**src/rtl/rr_capture_pkg.sv**
```systemverilog
// Shared types and helpers for the round-robin capture arbiter.
package rr_capture_pkg;

  // Occupancy of the single capture slot.
  typedef enum logic {
    EMPTY = 1'b0,
    FULL  = 1'b1
  } cap_state_t;

  // Width of a source-index tag for n requesters; never narrower than one bit.
  function automatic int src_width(input int n);
    return (n <= 2) ? 1 : $clog2(n);
  endfunction

endpackage

```
**src/rtl/rr_capture_arbiter_pick.sv**
```systemverilog
// Rotating priority picker: the first set request strictly above last_idx wins,
// otherwise the search wraps to the lowest set request. Purely combinational.
module rr_priority_pick #(
  parameter int N     = 4,
  parameter int IDX_W = 2
) (
  input  logic [N-1:0]     req,
  input  logic [IDX_W-1:0] last_idx,
  output logic             grant_valid,
  output logic [IDX_W-1:0] grant_idx
);

  logic [N-1:0]     upper_mask;
  logic [N-1:0]     upper_req;
  logic [N-1:0]     upper_scan;
  logic [N-1:0]     any_scan;
  logic             upper_found;
  logic             any_found;
  logic [IDX_W-1:0] upper_idx;
  logic [IDX_W-1:0] any_idx;

  // Positions above the last winner form the first search window.
  for (genvar gi = 0; gi < N; gi++) begin : g_mask
    assign upper_mask[gi] = (IDX_W'(gi) > last_idx);
  end

  assign upper_req = req & upper_mask;

  // Lowest-set-bit encode of both windows by shifting, so only bit 0 is ever inspected.
  always_comb begin
    upper_scan  = upper_req;
    any_scan    = req;
    upper_found = 1'b0;
    any_found   = 1'b0;
    upper_idx   = '0;
    any_idx     = '0;
    for (int i = 0; i < N; i++) begin
      if (upper_scan[0] && !upper_found) begin
        upper_found = 1'b1;
        upper_idx   = IDX_W'(i);
      end
      if (any_scan[0] && !any_found) begin
        any_found = 1'b1;
        any_idx   = IDX_W'(i);
      end
      upper_scan = upper_scan >> 1;
      any_scan   = any_scan >> 1;
    end
  end

  assign grant_valid = any_found;
  assign grant_idx   = upper_found ? upper_idx : any_idx;

endmodule

```
**src/rtl/rr_capture_arbiter.sv**
```systemverilog
// Round-robin arbiter feeding one registered capture slot with valid/ready on both sides.
module rr_capture_arbiter
  import rr_capture_pkg::*;
#(
  parameter int NUM_REQ = 4,
  parameter int DATA_W  = 8,
  parameter int SRC_W   = src_width(NUM_REQ)
) (
  input  logic                      clk,
  input  logic                      rst_n,
  input  logic [NUM_REQ-1:0]        req_valid,
  input  logic [NUM_REQ*DATA_W-1:0] req_data,
  output logic [NUM_REQ-1:0]        req_ready,
  output logic                      out_valid,
  output logic [DATA_W-1:0]         out_data,
  output logic [SRC_W-1:0]          out_src,
  input  logic                      out_ready
);

  cap_state_t          state_q, state_d;
  logic [DATA_W-1:0]   data_q, data_d;
  logic [SRC_W-1:0]    src_q, src_d;
  logic [SRC_W-1:0]    last_grant_q, last_grant_d;

  logic                grant_valid;
  logic [SRC_W-1:0]    grant_idx;
  logic                can_accept;
  logic                accept;
  logic [NUM_REQ*DATA_W-1:0] data_shift;
  logic [DATA_W-1:0]   grant_data;

  rr_priority_pick #(
    .N     (NUM_REQ),
    .IDX_W (SRC_W)
  ) u_pick (
    .req         (req_valid),
    .last_idx    (last_grant_q),
    .grant_valid (grant_valid),
    .grant_idx   (grant_idx)
  );

  // Reset suppresses handshakes so no producer believes a word was taken during reset.
  assign can_accept = rst_n && ((state_q == EMPTY) || out_ready);
  assign accept     = grant_valid && can_accept;
  assign req_ready  = accept ? (NUM_REQ'(1) << grant_idx) : '0;

  assign data_shift = req_data >> (int'(grant_idx) * DATA_W);
  assign grant_data = data_shift[DATA_W-1:0];

  // Next-state for the slot: refill on accept, drain on out_ready, otherwise hold.
  always_comb begin
    state_d      = state_q;
    data_d       = data_q;
    src_d        = src_q;
    last_grant_d = last_grant_q;
    if (accept) begin
      state_d      = FULL;
      data_d       = grant_data;
      src_d        = grant_idx;
      last_grant_d = grant_idx;
    end else if (state_q == FULL && out_ready) begin
      state_d = EMPTY;
    end
  end

  // Capture register, occupancy and round-robin pointer; reset gives requester 0 first priority.
  always_ff @(posedge clk) begin
    if (!rst_n) begin
      state_q      <= EMPTY;
      data_q       <= '0;
      src_q        <= '0;
      last_grant_q <= SRC_W'(NUM_REQ - 1);
    end else begin
      state_q      <= state_d;
      data_q       <= data_d;
      src_q        <= src_d;
      last_grant_q <= last_grant_d;
    end
  end

  assign out_valid = (state_q == FULL);
  assign out_data  = data_q;
  assign out_src   = src_q;

endmodule

```
**config.mk**
```make
export PLATFORM = sky130hd
export DESIGN_NAME = rr_capture_arbiter
export DESIGN_NICKNAME = d
export VERILOG_FILES = /design/src/rtl/rr_capture_pkg.sv /design/src/rtl/rr_capture_arbiter_pick.sv /design/src/rtl/rr_capture_arbiter.sv
export SDC_FILE = /design/constraint.sdc
export NUM_CORES = 1
export LEC_CHECK = 0
export CAP_MARGIN = 5
export CORE_AREA = 2 2 53 55
export DETAILED_ROUTE_END_ITERATION = 6
export DIE_AREA = 0 0 55 57
export PLACE_DENSITY = 0.77
export RECOVER_POWER = 50
export SYNTH_ARGS = -nofsm -noshare
export SYNTH_HDL_FRONTEND = slang
export SYNTH_SLANG_ARGS = --single-unit
```
**constraint.sdc**
```tcl
create_clock -name clk -period 2.4 [get_ports clk]
set_input_delay 0.48 -clock clk [delete_from_list [all_inputs] [get_ports clk]]
set_output_delay 0.48 -clock clk [all_outputs]
set_load 0.1 [all_outputs]
```
After elaboration in Yosys (flattened, before gate mapping)

Index checks and enable logic that the tools add are counted.

Register bits after elaboration: 13
Latch bits: 0
RAM bits: 0
ROM bits: 0
Memories: 0

Add/subtract/negate cells: 0
Multiply operators: 0
Divide/modulo/power cells: 0
Order comparisons: 4
Equal/unequal tests: 0
Shifts and indexed selects: 2
Muxes and demuxes: 18
Bitwise gates (word level): 2
Reduce and logical (&&, ||, !) cells: 17

Operators with widths:

| operator                                          | number |
|---|---|
| right shift 32 x 5 -> 8 bit                       | 1 |
| two-way mux 1 bit                                 | 12 |
| two-way mux 2 bit                                 | 5 |
| logical AND 1 bit                                 | 9 |
| zero test 1 bit                                   | 6 |
| bitwise AND 4 bit                                 | 1 |
| > comparator 1 x 2 -> 1 bit, first input constant | 2 |
| > comparator 2 bit, first input constant          | 2 |
| two-way mux 4 bit                                 | 1 |
| << shifter 1 x 2 -> 4 bit, first input constant   | 1 |
| nonzero test 2 bit                                | 1 |
| logical OR 1 bit                                  | 1 |
| NOT 1 bit                                         | 1 |

Depth between registers and ports, before layout

Depth in word-level cells: 15
Depth in mapped cells: 7
Gate-level depth less buffers: 5

Cells and area by module

From an unflattened synthesis, not the netlist that was laid out.

Cell total of the unflattened synthesis: 85
Area total of the unflattened synthesis: 798.3 sq um

By module, submodules not included:

| module             | instances | cells each | area each (sq um) | seq. area each (sq um) |
|---|---|---|---|---|
| rr_capture_arbiter | 1         | 71         | 711.9             | 260.2 |
| rr_priority_pick   | 1         | 14         | 86.3              | 0.0 |

Worst setup path after synthesis

Ideal clock, no wire load.

Path kind: flip-flop to output port
Start: register state_q, in the netlist out_valid
End: output port req_ready[0]
Arrival: 3.368 ns
Data required time: 1.920 ns
Setup slack: -1.448 ns
Cell stages (with the launch flop): 5
Buffers on the path: 0
Cells stage by stage: dfxtp_1 -> nor2b_1 -> nor2_1 -> nand2_1 -> nor3_1

Longest elaborated chain between the ends: 5

RTL lines:

| element                | RTL line                 | text |
|---|---|---|
| from (decl)            | rr_capture_arbiter.sv:20 | `cap_state_t state_q, state_d;` |
| from (signal assigned) | rr_capture_arbiter.sv:74 | `state_q <= state_d;` |
| NOT 1 bit              | rr_capture_arbiter.sv:43 | `assign can_accept = rst_n && ((state_q == EMPTY) \|\| out_ready);` |
| logical OR 1 bit       | rr_capture_arbiter.sv:43 |  |
| logical AND 1 bit      | rr_capture_arbiter.sv:43 |  |
| logical AND 1 bit      | rr_capture_arbiter.sv:44 | `assign accept = grant_valid && can_accept;` |
| two-way mux 4 bit      | rr_capture_arbiter.sv:45 | `assign req_ready = accept ? (NUM_REQ'(1) << grant_idx) : '0;` |
| to (decl)              | rr_capture_arbiter.sv:13 | `output logic [NUM_REQ-1:0] req_ready,` |

No other way between the ends.

Worst setup path in the final report

Start: input port req_valid[3]
End: output port req_ready[0]

Longest elaborated chain between the ends: 6

RTL lines:

| element                                                | RTL line                      | text |
|---|---|---|
| from (decl)                                            | rr_capture_arbiter.sv:11      | `input logic [NUM_REQ-1:0] req_valid,` |
| bitwise AND 4 bit                                      | rr_capture_arbiter_pick.sv:27 | `assign upper_req = req & upper_mask;` |
| logical AND 1 bit                                      | rr_capture_arbiter_pick.sv:38 | `if (upper_scan[0] && !upper_found) begin` |
| two-way mux 2 bit or two-way mux 1 bit (tied branches) | rr_capture_arbiter_pick.sv:38 |  |
| two-way mux 2 bit                                      | rr_capture_arbiter_pick.sv:52 | `assign grant_idx = upper_found ? upper_idx : any_idx;` |
| << shifter 1 x 2 -> 4 bit                              | rr_capture_arbiter.sv:45      |  |
| two-way mux 4 bit (*)                                  | rr_capture_arbiter.sv:45      |  |

Every way passes the cells marked *; elsewhere a longest branch is shown, timed or not.

==> impl_results.md <==
- Outcome: finished clean
- Final Critical Period: 2.32 ns
- Final worst-path cycle share: 0.967
- Mean Syn Cell Area: 9.01 sq um
- # DRC: 0
- CP most frequent cell: buf_4
- Hold crit path type: reg -> reg
- Synth Net Count: 138
- Adder-cell share of the synthesized area: 0
- Synth Area in XOR/XNOR: 0
- Number of routed nets with antenna violations: 0
- N_diodes: 0
- Top Ports: 54
- Worst Path Required: 1.92 ns
- Post-Syn Instances: 99
- Power Density: 574 nW/um^2
- Max cap viols: 0
- First-pass GRT wire length: 4670 microns
- Non-Filler Instances: 207
- Max Freq: 0.431 GHz
- CTS tree: done
- Post-synthesis cell type count: 32
- FILL cells: 229
- Final #Nets: 216
- Top delay family on crit path: buffers and inverters
- Iteration-0 DRC Markers: 17
- Num CTS Buffers: 3
- Global route total overflow: 0
- Worst vdd ir: 0.418 mV
- Multi-input logic area: 644 sq um
- Critical Path, Cell by Cell: dlygate4sd2_1 -> and2b_1 -> buf_4 -> nor2_1 -> nor2b_1 -> buf_4 -> nor3_4 -> buf_12
- CP max stage cell: dlygate4sd2_1
- Antenna violations before repair: 0
- Initial DRT Pass Iterations: 6
- Largest family of logic cells by synthesized area: compound AO/OA/AOI/OAI gates
- Slew @ Worst Pin: 1.17 ns
- Core Area: 2620 sq um
- Crit start category: primary input
- Commonest non-fill, non-tap cell in the layout: clkdlybuf4s50_1
- Critical path capture point type: output pin
- Initial Util: 0.341
- Synth warnings: 0
- Global Route Usage Sum: 0.199
- Simple-gate share of the synthesized area: 0.216
- Clock transition at path regs: 0.09 ns
- Seq/Total Area, Yosys: 0.292
- Wire per inst: 14.4 microns
- Final hold violations: 0
- Final HPWL DP: 2360 microns
- Clk_lat worst skew: 0.28 ns
- Setup violations, final: 0
- #FFs+latches synth: 13
- Inst Count DP: 201
- Largest net degree at the start of global routing: 9
- CTS H-tree lvls: 1
- DR vias: 1115
- Die Y: 57 microns
- Routed wire length: 2980 microns
- Share of cells above drive strength 1: 0.290
- Clk sink count: 13
- Post-DR vias/cell: 5.39
- Die footprint: 3140 sq um
- Port bufs: 53
- CP Data Arrival Time: 1.84 ns
- Worst Path Max Fanout: 4
- Buf+Inv Stages, Crit Path: 4
- Synthesized cell area: 892 sq um
- Site row count: 19
- Commonest cells after routing, fill and taps aside: 34 x clkdlybuf4s50_1, 26 x buf_4, 12 x clkbuf_1, 12 x dfxtp_1, 9 x a21oi_1
- Final Max Tran Viols: 0
- Critical Path Max Stage Delay: 0.27 ns
- Area Overhead vs Synth: 86.4%
- CP Class: in -> out
- Post-synthesis mux area share: 0.142
- Post-layout util: 0.636
- Relative slew margins: 0.226
- Die W: 55 microns
- Setup Skew: 0.00429 ns
- Vias in the first global route: 1085
- Placer Congestion: 0.796
- Clock buffer depth: 2
- Compound-cell area share of the yosys netlist: 0.311
- Root Driver: clkbuf_4
- Cell leakage power: 0.691 nW
- FF+latch area: 262 sq um
==> per-layer routing <==
metal	vias up	track usage	routed length (microns)
met4	0	0.0453	17
met1	515	0.252	1160
li1	547	-	-
met2	51	0.337	1490
met3	2	0.0471	311
met5	-	0	0
==> sequential cells by signal, summed over array words and instances, names as in the netlist <==
name / flops
out_data: 8
last_grant_q: 2
out_src: 2
out_valid: 1
==> synth_stat cells (all sizes together) <==
| master | instances | area share |
|---|---|---|
| nand3 | 2 | 0.011 |
| and2b | 1 | 0.0084 |
| nor2 | 6 | 0.025 |
| clkbuf | 3 | 0.014 |
| dfxtp | 13 | 0.29 |
| a21boi | 2 | 0.017 |
| nand2b | 3 | 0.021 |
| nor2b | 4 | 0.028 |
| mux2 | 8 | 0.13 |
| nor3 | 3 | 0.022 |
| nand3b | 1 | 0.0084 |
| nand2 | 3 | 0.013 |
| a221o | 8 | 0.090 |
| o31ai | 8 | 0.067 |
| o21a | 2 | 0.017 |
| buf | 3 | 0.025 |
| o21ai | 6 | 0.034 |
| nor3b | 1 | 0.0084 |
| a21o | 1 | 0.0084 |
| a21oi | 10 | 0.069 |
| o22a | 1 | 0.0098 |
| mux2i | 1 | 0.011 |
| nor4 | 1 | 0.014 |
| nand4 | 8 | 0.056 |
==> final timing paths <==
path	start	endpoint	slack (ns)	cells after the start
worst min-delay path	out_valid	out_valid	0.49	2
worst max register to register	last_grant_q[0]	out_data[0]	0.43	6
worst max-delay path	req_valid[3]	req_ready[0]	0.08	8
worst min register to register	out_valid	out_valid	0.49	2
==> through the flow <==
step           area, sq um  total power (W)  setup TNS [ns]  hold slack [ns]  worst slack, ns
2_1_floorplan          943         0.000640               0            0.447          0.00207
3_3_place_gp          1670         0.000826           -1.08            0.467           -0.140
3_5_place_dp          1670         0.000833           -1.86            0.477           -0.209
4_1_cts               1710         0.000982               0            0.495           0.0493
5_1_grt               1660          0.00100        -0.00251            0.516         -0.00251
6_report              1660         0.000954               0            0.488           0.0792
==> where the power goes <==
part | leakage [nW] | switching (W) | internal, W
clock network | 0.0150 | 0.0000819 | 0.0000645
logic | 0.568 | 0.000344 | 0.000201
registers | 0.108 | 0.0000186 | 0.000244
==> cell type report <==
type	instances	area share
multi-input cells	80	0.388
repair buffers	79	0.416
clock buffers	4	0.0158
well taps	31	0.0233
flip-flops and latches	13	0.157
==> worst reg2reg max path: stages, from the launching register on <==
cell and delay, ns:
dfxtp_1 0.36, and2b_1 0.20, o21a_1 0.21, nor3_2 0.23
buf_4 0.21, mux2_1 0.32, a221o_1 0.33
==> cells by family after synthesis <==
logic type	count (synthesis)
and+or+nand+nor	33
DFF	13
AOI/OAI and AO/OA	38
buffers and inverters	6
muxes	9
==> what timing repair did <==
item,in CTS,in global routing
setup endpoints to repair,4,3
pin swaps,2,3
setup buffers,2,0
hold buffers,0,0
resized for setup,4,1
Note: power is estimated with default switching activity, not from simulation.
